--- src/rtl/mac_arbiter.sv ---
// Round-robin arbiter sharing one valid/ready multiply-accumulate unit between NREQ requesters.
// One transaction in flight; the result returns tagged with the owner's index.
module mac_arbiter #(
  parameter int unsigned SIZE = 3,
  parameter int unsigned NREQ = 4,
  localparam int unsigned ID_W = $clog2(NREQ)
) (
  input  logic                 clk,
  input  logic                 reset_n,
  input  logic [NREQ-1:0]      req_valid,
  input  logic [NREQ*SIZE-1:0] req_a,
  input  logic [NREQ*SIZE-1:0] req_b,
  input  logic [NREQ*SIZE-1:0] req_c,
  output logic [NREQ-1:0]      req_ready,
  output logic                 mac_valid,
  output logic [SIZE-1:0]      mac_a,
  output logic [SIZE-1:0]      mac_b,
  output logic [SIZE-1:0]      mac_c,
  input  logic                 mac_ready,
  input  logic [2*SIZE-1:0]    mac_out,
  output logic                 rsp_valid,
  output logic [ID_W-1:0]      rsp_id,
  output logic [2*SIZE-1:0]    rsp_data,
  input  logic                 rsp_ready
);

  localparam logic [1:0] IDLE  = 2'd0;
  localparam logic [1:0] ISSUE = 2'd1;
  localparam logic [1:0] WAIT  = 2'd2;
  localparam logic [1:0] RESP  = 2'd3;

  logic [1:0]      state;
  logic [1:0]      state_next;
  logic [ID_W-1:0] last_grant;
  logic [ID_W-1:0] sel_id;
  logic [ID_W-1:0] winner;
  logic [ID_W-1:0] cand;
  logic            found;
  logic            accept;
  logic            capture;
  logic            release_rsp;

  // Round-robin search starting just after the previous grant.
  always_comb begin
    winner = '0;
    found  = 1'b0;
    cand   = '0;
    for (int unsigned k = 1; k <= NREQ; k++) begin
      cand = ID_W'((32'(last_grant) + k) % NREQ);
      if (!found && req_valid[cand]) begin
        found  = 1'b1;
        winner = cand;
      end
    end
  end

  // Accept is offered only in IDLE and never while reset is held.
  always_comb begin
    req_ready = '0;
    if (state == IDLE && reset_n && found) req_ready[winner] = 1'b1;
  end

  assign accept = (state == IDLE) && found;

  always_ff @(posedge clk or negedge reset_n) begin
    if (!reset_n) state <= IDLE;
    else          state <= state_next;
  end

  always_comb begin
    state_next  = state;
    capture     = 1'b0;
    release_rsp = 1'b0;
    case (state)
      IDLE:  if (accept) state_next = ISSUE;
      ISSUE: begin
        if (mac_ready) begin
          capture    = 1'b1;
          state_next = RESP;
        end else begin
          state_next = WAIT;
        end
      end
      WAIT: begin
        if (mac_ready) begin
          capture    = 1'b1;
          state_next = RESP;
        end
      end
      RESP: begin
        if (rsp_ready) begin
          release_rsp = 1'b1;
          state_next  = IDLE;
        end
      end
      default: state_next = IDLE;
    endcase
  end

  // Operand issue and result capture; operands keep their last values between transactions.
  always_ff @(posedge clk or negedge reset_n) begin
    if (!reset_n) begin
      mac_valid  <= 1'b0;
      mac_a      <= '0;
      mac_b      <= '0;
      mac_c      <= '0;
      rsp_valid  <= 1'b0;
      rsp_id     <= '0;
      rsp_data   <= '0;
      sel_id     <= '0;
      last_grant <= ID_W'(NREQ - 1);
    end else begin
      if (accept) begin
        mac_valid  <= 1'b1;
        mac_a      <= req_a[32'(winner)*SIZE +: SIZE];
        mac_b      <= req_b[32'(winner)*SIZE +: SIZE];
        mac_c      <= req_c[32'(winner)*SIZE +: SIZE];
        sel_id     <= winner;
        last_grant <= winner;
      end
      if (capture) begin
        mac_valid <= 1'b0;
        rsp_valid <= 1'b1;
        rsp_id    <= sel_id;
        rsp_data  <= mac_out;
      end
      if (release_rsp) rsp_valid <= 1'b0;
    end
  end

endmodule
--- config.mk ---
export PLATFORM = sky130hd
export DESIGN_NAME = mac_arbiter
export DESIGN_NICKNAME = d
export VERILOG_FILES = /design/src/rtl/mac_arbiter.sv
export SDC_FILE = /design/constraint.sdc
export NUM_CORES = 1
export LEC_CHECK = 0
export ABC_AREA = 1
export BUFFER_PORTS_ARGS = -buffer_cell sky130_fd_sc_hd__buf_4
export CAP_MARGIN = 0
export CORE_ASPECT_RATIO = 1.2
export CORE_MARGIN = 2
export CORE_UTILIZATION = 35
export DETAILED_ROUTE_END_ITERATION = 10
export PLACE_DENSITY = 0.58
export SLEW_MARGIN = 20
export SYNTH_ARGS = -nofsm -noshare
export SYNTH_HDL_FRONTEND = slang
export SYNTH_SLANG_ARGS = --single-unit
--- constraint.sdc ---
create_clock -name clk -period 4.2 [get_ports clk]
set_input_delay 0.42 -clock clk [delete_from_list [all_inputs] [get_ports clk]]
set_output_delay 0.42 -clock clk [all_outputs]
set_load 0.01 [all_outputs]
==> results_dict.tcl, run 1 <==
set metrics [dict create \
    met1_usage 0.230 \
    setup_viol 0 \
    critical-path-top-delay-family "simple AND/OR/NAND/NOR gates" \
    grt_use_met2 0.243 \
    fill_cells 546 \
    synth_cells 264 \
    synth_top_family_by_area "simple AND/OR/NAND/NOR gates" \
    ir_drop_uv 363 \
    synth_area_leaders "dfrtp_1 30%, nand2_1 25%, nand4_1 6.3%" \
    power_density_nw_per_um2 904 \
    syn_to_final_growth_pct 30.3 \
    route.detailed.drc 0 \
    viasPerCell 4.53 \
    worstPathRequired_ns 3.78 \
    slowest_stage "dfstp_2" \
    min_path_type "in -> async" \
    critPathMostFrequentCell "nand2_4" \
    die_h_um 84.5 \
    synthAdderAreaFrac 0.0331 \
    drt_wl_total_um 4530 \
    port_buffers 72 \
    dr.pass1.iters 4 \
    synthFlopType "dfrtp_1" \
    vias 1773 \
    avgSynthCellArea_sq_um 7.15 \
    core_area_sq_um 5260 \
    p_int_mw 1.01 \
    switchingPower_mw 1.21 \
    layout_setup_ws_ns 1.19 \
    yosysSeqAreaShare 0.333 \
    synth_area_leader_cell "dfrtp_1" \
    critPathLaunchType "register" \
    htreeDepth 1 \
    grt_overflow_total 0 \
    wire_per_inst_um 11.6 \
    grt_util_met3 0.0204 \
    ff2ff_path_depth 13 \
    synthMuxAreaShare 0 \
    yosysTopAreaCellShare 0.305 \
    tightestPinTransition_ns 0.323 \
    max_freq_mhz 332 \
    register_area_sq_um 628 \
    synth_edf_count 0 \
    synth_cell_types 27 \
    insertion_delay_ns 0.26 \
    drtIter0Drc 86 \
    fin_nets 385 \
    post_cts_buffers 0 \
    io_pins 73 \
    crit_cells 11 \
    ctsHoldBuffers 0 \
    arrival_ns 2.59 \
    numCtsBuffers 3 \
    sw_frac_of_total 0.544 \
    busiest_layer "met2" \
    fin_crit_sh 0.717 \
    worstSetupPathType "reg -> out" \
    cts_resized 0 \
    pwr-share-clk 0.064 \
    synth_fp_nets 319 \
    cts_tree "built" \
    start_util 0.359 \
    clock_path_buffers 2 \
    grt.total_usage 0.157 \
    hold_viol_final 0 \
    crit_fanout 20 \
    synth-simple-area-share 0.505 \
    crit_chain "nand2_1 > nand2_4 > nand2_2 > nand2_4 > nor2_4 > nand2_4 > nand2_4 > inv_4 > nand2_2 > nor3_1 > buf_4" \
    antenna_found_initial 0 \
    critical_path_buf_inv_count 2 \
    period_minus_slack_ns 3.01 \
    async_reset_ff_frac 1.00 \
    grt_max_degree 27 \
    report.final.slew_viol_count 0 \
    pwr-share-seq 0.206 \
    fp.dieW_um 71.0 \
    end_kind "primary output" \
    antennaDiodeCount 0 \
    ys_ff_latch 25 \
    path_clk_slew_ns 0.09 \
    ant_nets 0 \
    netlist_area_sq_um 1890 \
    power_frac_comb 0.731 \
    synth-xor-area-share 0 \
    hpwlAfterDp_um 3580 \
    critPathMaxStageDelay_ns 0.70 \
    clock_skew_ns 0.00251 \
    status "finished clean" \
    synth_compound_area_frac 0.0338 \
    cts.sinks 25 \
    die_area_sq_um 6000 \
    tns_ns 0 \
    yosys_warnings 0 \
    rows 29 \
    power.leakage_nw 1.40 \
    multiInputGateArea_sq_um 1080 \
    dp_slack_ns 1.49 \
    grt_pass1_vias 1678 \
    drv_cap 0 \
    gp_congestion 0.837 \
    drive_above_1_share 0.347 \
    cts_root_buf "clkbuf_8" \
    rsz0062_at_grt "false" \
    grt_pass1_wl_um 7730 \
    slew_headroom 0.783 \
]
[sequential cells by signal, indices dropped and copies added, names as in the netlist]
register	cells
mac_b	3
rsp_id	2
rsp_valid	1
mac_valid	1
rsp_data	6
mac_c	3
state	2
last_grant	2
mac_a	3
sel_id	2
[metrics by stage]
step	instance area (sq um)	total power, mW	std cells	util	hold slack (ns)
2_1_floorplan	1890	1.81	264	-	0.124
3_3_place_gp	2410	2.10	387	0.458	0.346
3_5_place_dp	2410	2.11	387	0.458	0.346
4_1_cts	2460	2.26	391	0.468	0.0487
5_1_grt	2460	2.49	391	0.468	0.0612
6_report	2460	2.22	391	0.468	0.0420
[Yosys cell counts, types with 2 or more instances]
master / instances
a21oi_1: 3
buf_2: 4
buf_6: 5
dfrtp_1: 23
dfstp_2: 2
ha_1: 5
inv_1: 14
inv_2: 3
inv_4: 2
nand2_1: 128
nand2_2: 16
nand2_4: 9
nand3_1: 7
nand3_4: 2
nand4_1: 19
nor2_1: 3
nor3_1: 4
o21ai_0: 5
o21ai_1: 2
[power groups by stage]
stage / Clock [mW] / Sequential, mW / Combinational, mW
6_report: 0.142 / 0.458 / 1.62
5_1_grt: 0.157 / 0.476 / 1.86
4_1_cts: 0.148 / 0.460 / 1.65
3_5_place_dp: 0 / 0.461 / 1.65
3_3_place_gp: 0 / 0.461 / 1.64
2_1_floorplan: 0 / 0.469 / 1.35
[cells in the final DEF, fill, tap and decap left out, types with 4 or more instances in the layout]
master,synthesis,layout
buf_4,0,72
dfrtp_1,23,23
ha_1,5,5
inv_1,14,14
nand2_1,128,128
nand2_2,16,16
nand2_4,9,9
nand3_1,7,7
nand4_1,19,19
nor3_1,4,4
o21ai_0,5,5
[logic make-up after synthesis]
kind of cell,after synthesis
buffers and inverters,31
DFF,25
and+or+nand+nor,191
AOI/OAI and AO/OA,12
adders and majority gates,5
[area by class of cell]
cell class | count | area share
Sequential cell | 25 | 0.255
Clock buffer | 3 | 0.0168
Inverter | 20 | 0.0346
Multi-Input combinational cell | 208 | 0.439
Timing Repair Buffer | 72 | 0.220
Clock inverter | 1 | 0.00305
Tap cell | 62 | 0.0315
[worst register-to-register path: stages, from the launching register on]
cell and delay (ns):
dfstp_2 0.70, nand2_1 0.15, nand2_4 0.12, nand2_2 0.07, nand2_4 0.11, nor2_4 0.05
nand2_4 0.20, nand3_4 0.29, nand2_1 0.17, nand2_1 0.07, nand2_1 0.06, nand2_1 0.06
nand2_1 0.06, nand2_1 0.05
[path summary, 6_finish.rpt]
path	slack, ns	from	endpoint
worst min register to register	0.49	rsp_data[4]$_DFFE_PN0P_	rsp_data[4]$_DFFE_PN0P_
worst min-delay path	0.04	reset_n	rsp_data[4]$_DFFE_PN0P_
max in group asynchronous	3.86	reset_n	last_grant[1]$_DFFE_PN1P_
worst max-delay path	1.19	last_grant[0]$_DFFE_PN1P_	req_ready[2]
min in group clk	0.34	mac_out[2]	rsp_data[2]$_DFFE_PN0P_
worst max register to register	1.94	last_grant[0]$_DFFE_PN1P_	mac_a[0]$_DFFE_PN0P_
[metal layers]
metal  vias up  part of all wire
met3         2             0.078
met5         -                 0
li1        965                 -
met2        66              0.42
met1       740              0.50
met4         0            0.0055
Note: power is estimated with default switching activity, not from simulation.
==> inputs of run 2 (changes only) <==
--- a/config.mk
+++ b/config.mk
@@ -12,7 +12,7 @@
 export CORE_MARGIN = 2
 export CORE_UTILIZATION = 35
 export DETAILED_ROUTE_END_ITERATION = 10
-export PLACE_DENSITY = 0.58
+export PLACE_DENSITY = 0.6
 export SLEW_MARGIN = 20
 export SYNTH_ARGS = -nofsm -noshare
 export SYNTH_HDL_FRONTEND = slang
==> constraint.sdc (replaced) <==
create_clock -name clk -period 2.65 [get_ports clk]
set_input_delay 0.265 -clock clk [delete_from_list [all_inputs] [get_ports clk]]
set_output_delay 0.265 -clock clk [all_outputs]
set_load 0.01 [all_outputs]
==> results_dict.tcl, run 2 (same netlist as run 1, synthesis figures left out) <==
set metrics [dict create \
    hpwlAfterDp_um 3650 \
    hold_depth 3 \
    gp_congestion 0.819 \
    htreeDepth 1 \
    path_clk_slew_ns 0.09 \
    drt_wl_total_um 5050 \
    setup_viol 0 \
    tns_ns 0 \
    insertion_delay_ns 0.27 \
    holdPathEnd "rsp_data[5]$_DFFE_PN0P_" \
    register_area_sq_um 628 \
    multiInputGateArea_sq_um 1140 \
    cts.sinks 25 \
    die_area_sq_um 6000 \
    worstSetupPathType "reg -> out" \
    wire_per_inst_um 12.5 \
    end_kind "primary output" \
    ant_nets 0 \
    die_h_um 84.5 \
    fin_crit_sh 0.940 \
    status "finished clean" \
    largest_register_ffs 6 \
    worstPathRequired_ns 2.38 \
    min_path_type "in -> reg" \
    viasPerCell 4.65 \
    final_cell_mix "128 x nand2_1, 81 x buf_4, 23 x dfrtp_1, 19 x nand4_1, 15 x nand2_2" \
    max_freq_mhz 401 \
    fill_cells 531 \
    core_area_sq_um 5260 \
    antenna_found_initial 0 \
    grt_pass1_vias 1712 \
    dr.pass1.iters 4 \
    drtIter0Drc 87 \
    timing.rr.start "last_grant[0]$_DFFE_PN1P_" \
    io_pins 73 \
    antennaDiodeCount 0 \
    route.detailed.drc 0 \
    period_minus_slack_ns 2.49 \
    port_buffers 72 \
    grt.total_usage 0.157 \
    r2r_setup_slack_ns 0.46 \
    rows 29 \
    arrival_ns 2.23 \
    cts_root_buf "clkbuf_8" \
    fin_nets 399 \
    clock_path_buffers 2 \
    drive_above_1_share 0.376 \
    hold_viol_final 0 \
    slew_headroom 0.782 \
    clock_skew_ns 0.00349 \
    vias 1884 \
    cts_tree "built" \
    report.final.slew_viol_count 0 \
    drv_cap 0 \
    crit_fanout 11 \
    tightestPinTransition_ns 0.326 \
    power.leakage_nw 1.47 \
    reg2reg_to "mac_a[2]$_DFFE_PN0P_" \
    mostFrequentLayoutCell "nand2_1" \
    syn_to_final_growth_pct 38.3 \
    power_density_nw_per_um2 1520 \
    ir_drop_uv 572 \
    start_util 0.359 \
    fp.dieW_um 71.0 \
    grt_overflow_total 0 \
    numCtsBuffers 3 \
    worstHoldStart "mac_out[5]" \
    ff2ff_path_depth 15 \
    grt_pass1_wl_um 7840 \
    power.total_mw 3.96 \
    regMostFlops "rsp_data" \
    critPathLaunchType "register" \
    grt_max_degree 27 \
]
[run 2: cell count changes in the layout (fill, tap and decap cells not counted)]
cell / before / now
nand3_2: 0 / 2
dlygate4sd3_1: 0 / 1
nand2_2: 16 / 15
buf_4: 72 / 81
clkbuf_2: 0 / 1
nor3_2: 0 / 2
nand2_8: 1 / 3
inv_8: 0 / 1
inv_4: 2 / 1
nor3_1: 4 / 2
[run 2: worst max path at each step]
stage,depth (start not counted),end,startpoint,slack [ns]
2_1_floorplan,12,req_ready[0],last_grant[0]$_DFFE_PN1P_,0.56
3_3_place_gp,11,req_ready[0],last_grant[0]$_DFFE_PN1P_,0.24
3_5_place_dp,11,req_ready[2],last_grant[0]$_DFFE_PN1P_,0.21
4_1_cts,11,req_ready[2],last_grant[0]$_DFFE_PN1P_,0.0004
5_1_grt,12,req_ready[0],last_grant[0]$_DFFE_PN1P_,-0.003
6_report,10,req_ready[0],last_grant[0]$_DFFE_PN1P_,0.16
[run 2: area by class of cell]
class                   count  share of cell area
well taps                  62              0.0297
flip-flops and latches     25               0.241
repair buffers             83               0.239
clock buffers               3              0.0158
inverters                  20              0.0345
clock inverters             1             0.00287
multi-input cells         211               0.438
[run 2: layer usage]
| layer | share of wire | routed length [um] | GRT usage |
|---|---|---|---|
| met3 | 0.056 | 284 | 0.0240 |
| met5 | 0 | 0 | 0 |
| met1 | 0.45 | 2260 | 0.210 |
| met4 | 0.010 | 51 | 0.0360 |
| met2 | 0.49 | 2450 | 0.265 |
[run 2: metrics by stage]
| step | util | instance area [sq um] | setup slack (ns) | hold slack, ns | instances |
|---|---|---|---|---|---|
| final | 0.496 | 2610 | 0.158 | 0.184 | 405 |
| after global routing | 0.496 | 2610 | -0.00318 | 0.170 | 405 |
| after CTS | 0.474 | 2490 | 0.000368 | 0.177 | 394 |
| after detailed placement | 0.460 | 2420 | 0.211 | 0.194 | 388 |
| after global placement | 0.460 | 2420 | 0.242 | 0.193 | 388 |
| after floorplan | - | 1890 | 0.563 | -0.0306 | 264 |
[run 2: where the power goes]
group / switching [mW] / internal, mW
Clock: 0.119 / 0.106
Sequential: 0.121 / 0.583
Combinational: 1.90 / 1.13
[run 2: worst max-delay path, cell delays in order, from the launching register on]
cell,delay (ns)
dfstp_2,0.58
clkbuf_2,0.16
nand2_1,0.09
nand3_1,0.09
nand2_1,0.10
nor2_4,0.25
nand2_8,0.15
nand3_4,0.16
inv_2,0.07
nor3_1,0.17
buf_4,0.15
[run 2: what timing repair did]
action	in CTS	in global routing
gates resized for setup	1	7
hold buffers	1	0
endpoints found under the setup margin	4	4
cloned	0	3
setup buffers	1	8
pin swaps	1	4
hold endpoints to repair	23	0
==> inputs of run 3 (changes only) <==
--- a/config.mk
+++ b/config.mk
@@ -5,14 +5,13 @@
 export SDC_FILE = /design/constraint.sdc
 export NUM_CORES = 1
 export LEC_CHECK = 0
-export ABC_AREA = 1
 export BUFFER_PORTS_ARGS = -buffer_cell sky130_fd_sc_hd__buf_4
 export CAP_MARGIN = 0
 export CORE_ASPECT_RATIO = 1.2
-export CORE_MARGIN = 2
 export CORE_UTILIZATION = 35
 export DETAILED_ROUTE_END_ITERATION = 10
-export PLACE_DENSITY = 0.6
+export PLACE_DENSITY = 0.63
+export RECOVER_POWER = 50
 export SLEW_MARGIN = 20
 export SYNTH_ARGS = -nofsm -noshare
 export SYNTH_HDL_FRONTEND = slang
==> results_dict.tcl, run 3 <==
set metrics [dict create \
    grt_pass1_vias 1253 \
    dp_slack_ns 0.730 \
    synth_most_common_cell "dfrtp_1" \
    numCtsBuffers 3 \
    power.total_mw 2.07 \
    io_pins 73 \
    switchingPower_mw 0.824 \
    regMostFlops "rsp_data" \
    wire_per_inst_um 13.9 \
    cts_root_buf "clkbuf_8" \
    r2r_setup_slack_ns 0.90 \
    die_h_um 72.7 \
    grt_max_degree 29 \
    max_freq_mhz 456 \
    drt_wl_total_um 3480 \
    synth_commonest_cells "23 x dfrtp_1, 19 x mux2i_1, 12 x nand2_1" \
    crit_fanout 22 \
    rsz0062_at_grt "false" \
    netlist_area_sq_um 1460 \
    synthFlopType "dfrtp_1" \
    fp.dieW_um 60.9 \
    slowest_stage "dfstp_2" \
    fin_area_sq_um 2040 \
    pwr-share-clk 0.108 \
    clock_path_buffers 2 \
    power_frac_comb 0.549 \
    dp.cells 246 \
    synth_area_leader_cell "dfrtp_1" \
    ant_nets 0 \
    tightestPinTransition_ns 0.545 \
    cts_tree "built" \
    grt_pass1_wl_um 5440 \
    cts_resized 0 \
    final_core_util 0.514 \
    end_kind "primary output" \
    rows 25 \
    final_cells 251 \
    syn_to_final_growth_pct 40.0 \
    worstPathRequired_ns 2.38 \
    largest_register_ffs 6 \
    hpwlAfterDp_um 2730 \
    core_area_sq_um 3970 \
    critPathMostFrequentCell "buf_4" \
    worstSetupPathType "reg -> out" \
    dr.pass1.iters 4 \
    fin_crit_sh 0.828 \
    crit_chain "a31oi_1 > a21oi_2 > buf_4 > nand3_1 > a211oi_1 > buf_4" \
    synth_area_leaders "dfrtp_1 39%, mux2i_1 13%, o221ai_2 9.3%" \
    port_buffers 72 \
    synth_cells 124 \
    layout_setup_ws_ns 0.457 \
    drv_cap 0 \
    synth_cell_types 34 \
    critical_path_buf_inv_count 2 \
    yosysSeqAreaShare 0.431 \
    drtIter0Drc 36 \
    htreeDepth 1 \
    synth_edf_count 0 \
    post_cts_buffers 0 \
    grt.total_usage 0.163 \
    report.final.slew_viol_count 0 \
    grt_overflow_total 0 \
    final_cell_mix "63 x buf_4, 23 x dfrtp_1, 19 x mux2i_1, 12 x nand2_1, 12 x clkbuf_1" \
    hold_viol_final 0 \
    critical-path-top-delay-family "flip-flops" \
    start_util 0.367 \
    antennaDiodeCount 0 \
    period_minus_slack_ns 2.19 \
    tns_ns 0 \
    gp_congestion 0.671 \
    vias 1233 \
    mostFrequentLayoutCell "buf_4" \
    die_area_sq_um 4430 \
    critPathMaxStageDelay_ns 0.60 \
    slew_headroom 0.637 \
    setup_viol 0 \
    clock_skew_ns 0.00680 \
    pwr-share-seq 0.343 \
    insertion_delay_ns 0.27 \
    cts.sinks 25 \
    drive_above_1_share 0.462 \
    power.leakage_nw 0.998 \
    min_path_type "in -> reg" \
    yosysTopAreaCellShare 0.395 \
    avgSynthCellArea_sq_um 11.8 \
    power_density_nw_per_um2 1010 \
    ir_drop_uv 394 \
    status "finished clean" \
    arrival_ns 1.93 \
    sw_frac_of_total 0.398 \
    ys_ff_latch 25 \
    yosys_warnings 0 \
    route.detailed.drc 0 \
    dpl_cell_area_sq_um 2030 \
    path_clk_slew_ns 0.09 \
    critPathLaunchType "register" \
    fin_nets 253 \
    viasPerCell 4.91 \
    antenna_found_initial 0 \
    whs_ns 0.180 \
    async_reset_ff_frac 1.00 \
    p_int_mw 1.25 \
    synth_fp_nets 179 \
]
run 3: layout make-up:
class / instances / area [sq um]
sequential: 25 / 628
fill: 393 / 1930
multi-input combinational: 86 / 751
clock buffer: 4 / 45.0
tap: 54 / 67.6
timing repair buffer: 75 / 524
inverter: 7 / 26.3
run 3: worst paths after layout:
kind,cells past startpoint,startpoint,to
max in group asynchronous,2,reset_n,last_grant[1]$_DFFE_PN1P_
worst max register to register,5,last_grant[1]$_DFFE_PN1P_,mac_c[1]$_DFFE_PN0P_
worst max-delay path,6,last_grant[1]$_DFFE_PN1P_,req_ready[2]
worst min-delay path,2,rsp_ready,rsp_valid$_DFFE_PN0P_
worst min register to register,1,sel_id[1]$_DFFE_PN0P_,sel_id[1]$_DFFE_PN0P_
min in group asynchronous,2,reset_n,mac_c[1]$_DFFE_PN0P_
run 3: cell families after synthesis:
| family | share of synthesized area |
|---|---|
| and+or+nand+nor | 0.0978 |
| muxes | 0.192 |
| DFF | 0.431 |
| AOI/OAI and AO/OA | 0.182 |
| buffers and inverters | 0.0549 |
| adders and majority gates | 0.0429 |
run 3: power groups by stage:
stage | registers, mW | logic, mW | clock network [mW]
finish | 0.711 | 1.14 | 0.224
floorplan | 0.766 | 0.744 | 0
CTS | 0.714 | 1.23 | 0.231
global route | 0.738 | 1.24 | 0.248
detailed placement | 0.720 | 1.22 | 0
global placement | 0.708 | 1.17 | 0
run 3: per-layer routing:
layer,vias up,global-route usage,wire [um]
met4,0,0.0606,41
met5,-,0,0
met3,4,0.00532,86
met1,595,0.191,1390
met2,34,0.306,1960
li1,600,-,-
run 3: what timing repair did:
action,4_1_cts,5_1_grt
endpoints found under the hold margin,23,0
hold buffers,1,0
endpoints found under the setup margin,0,0
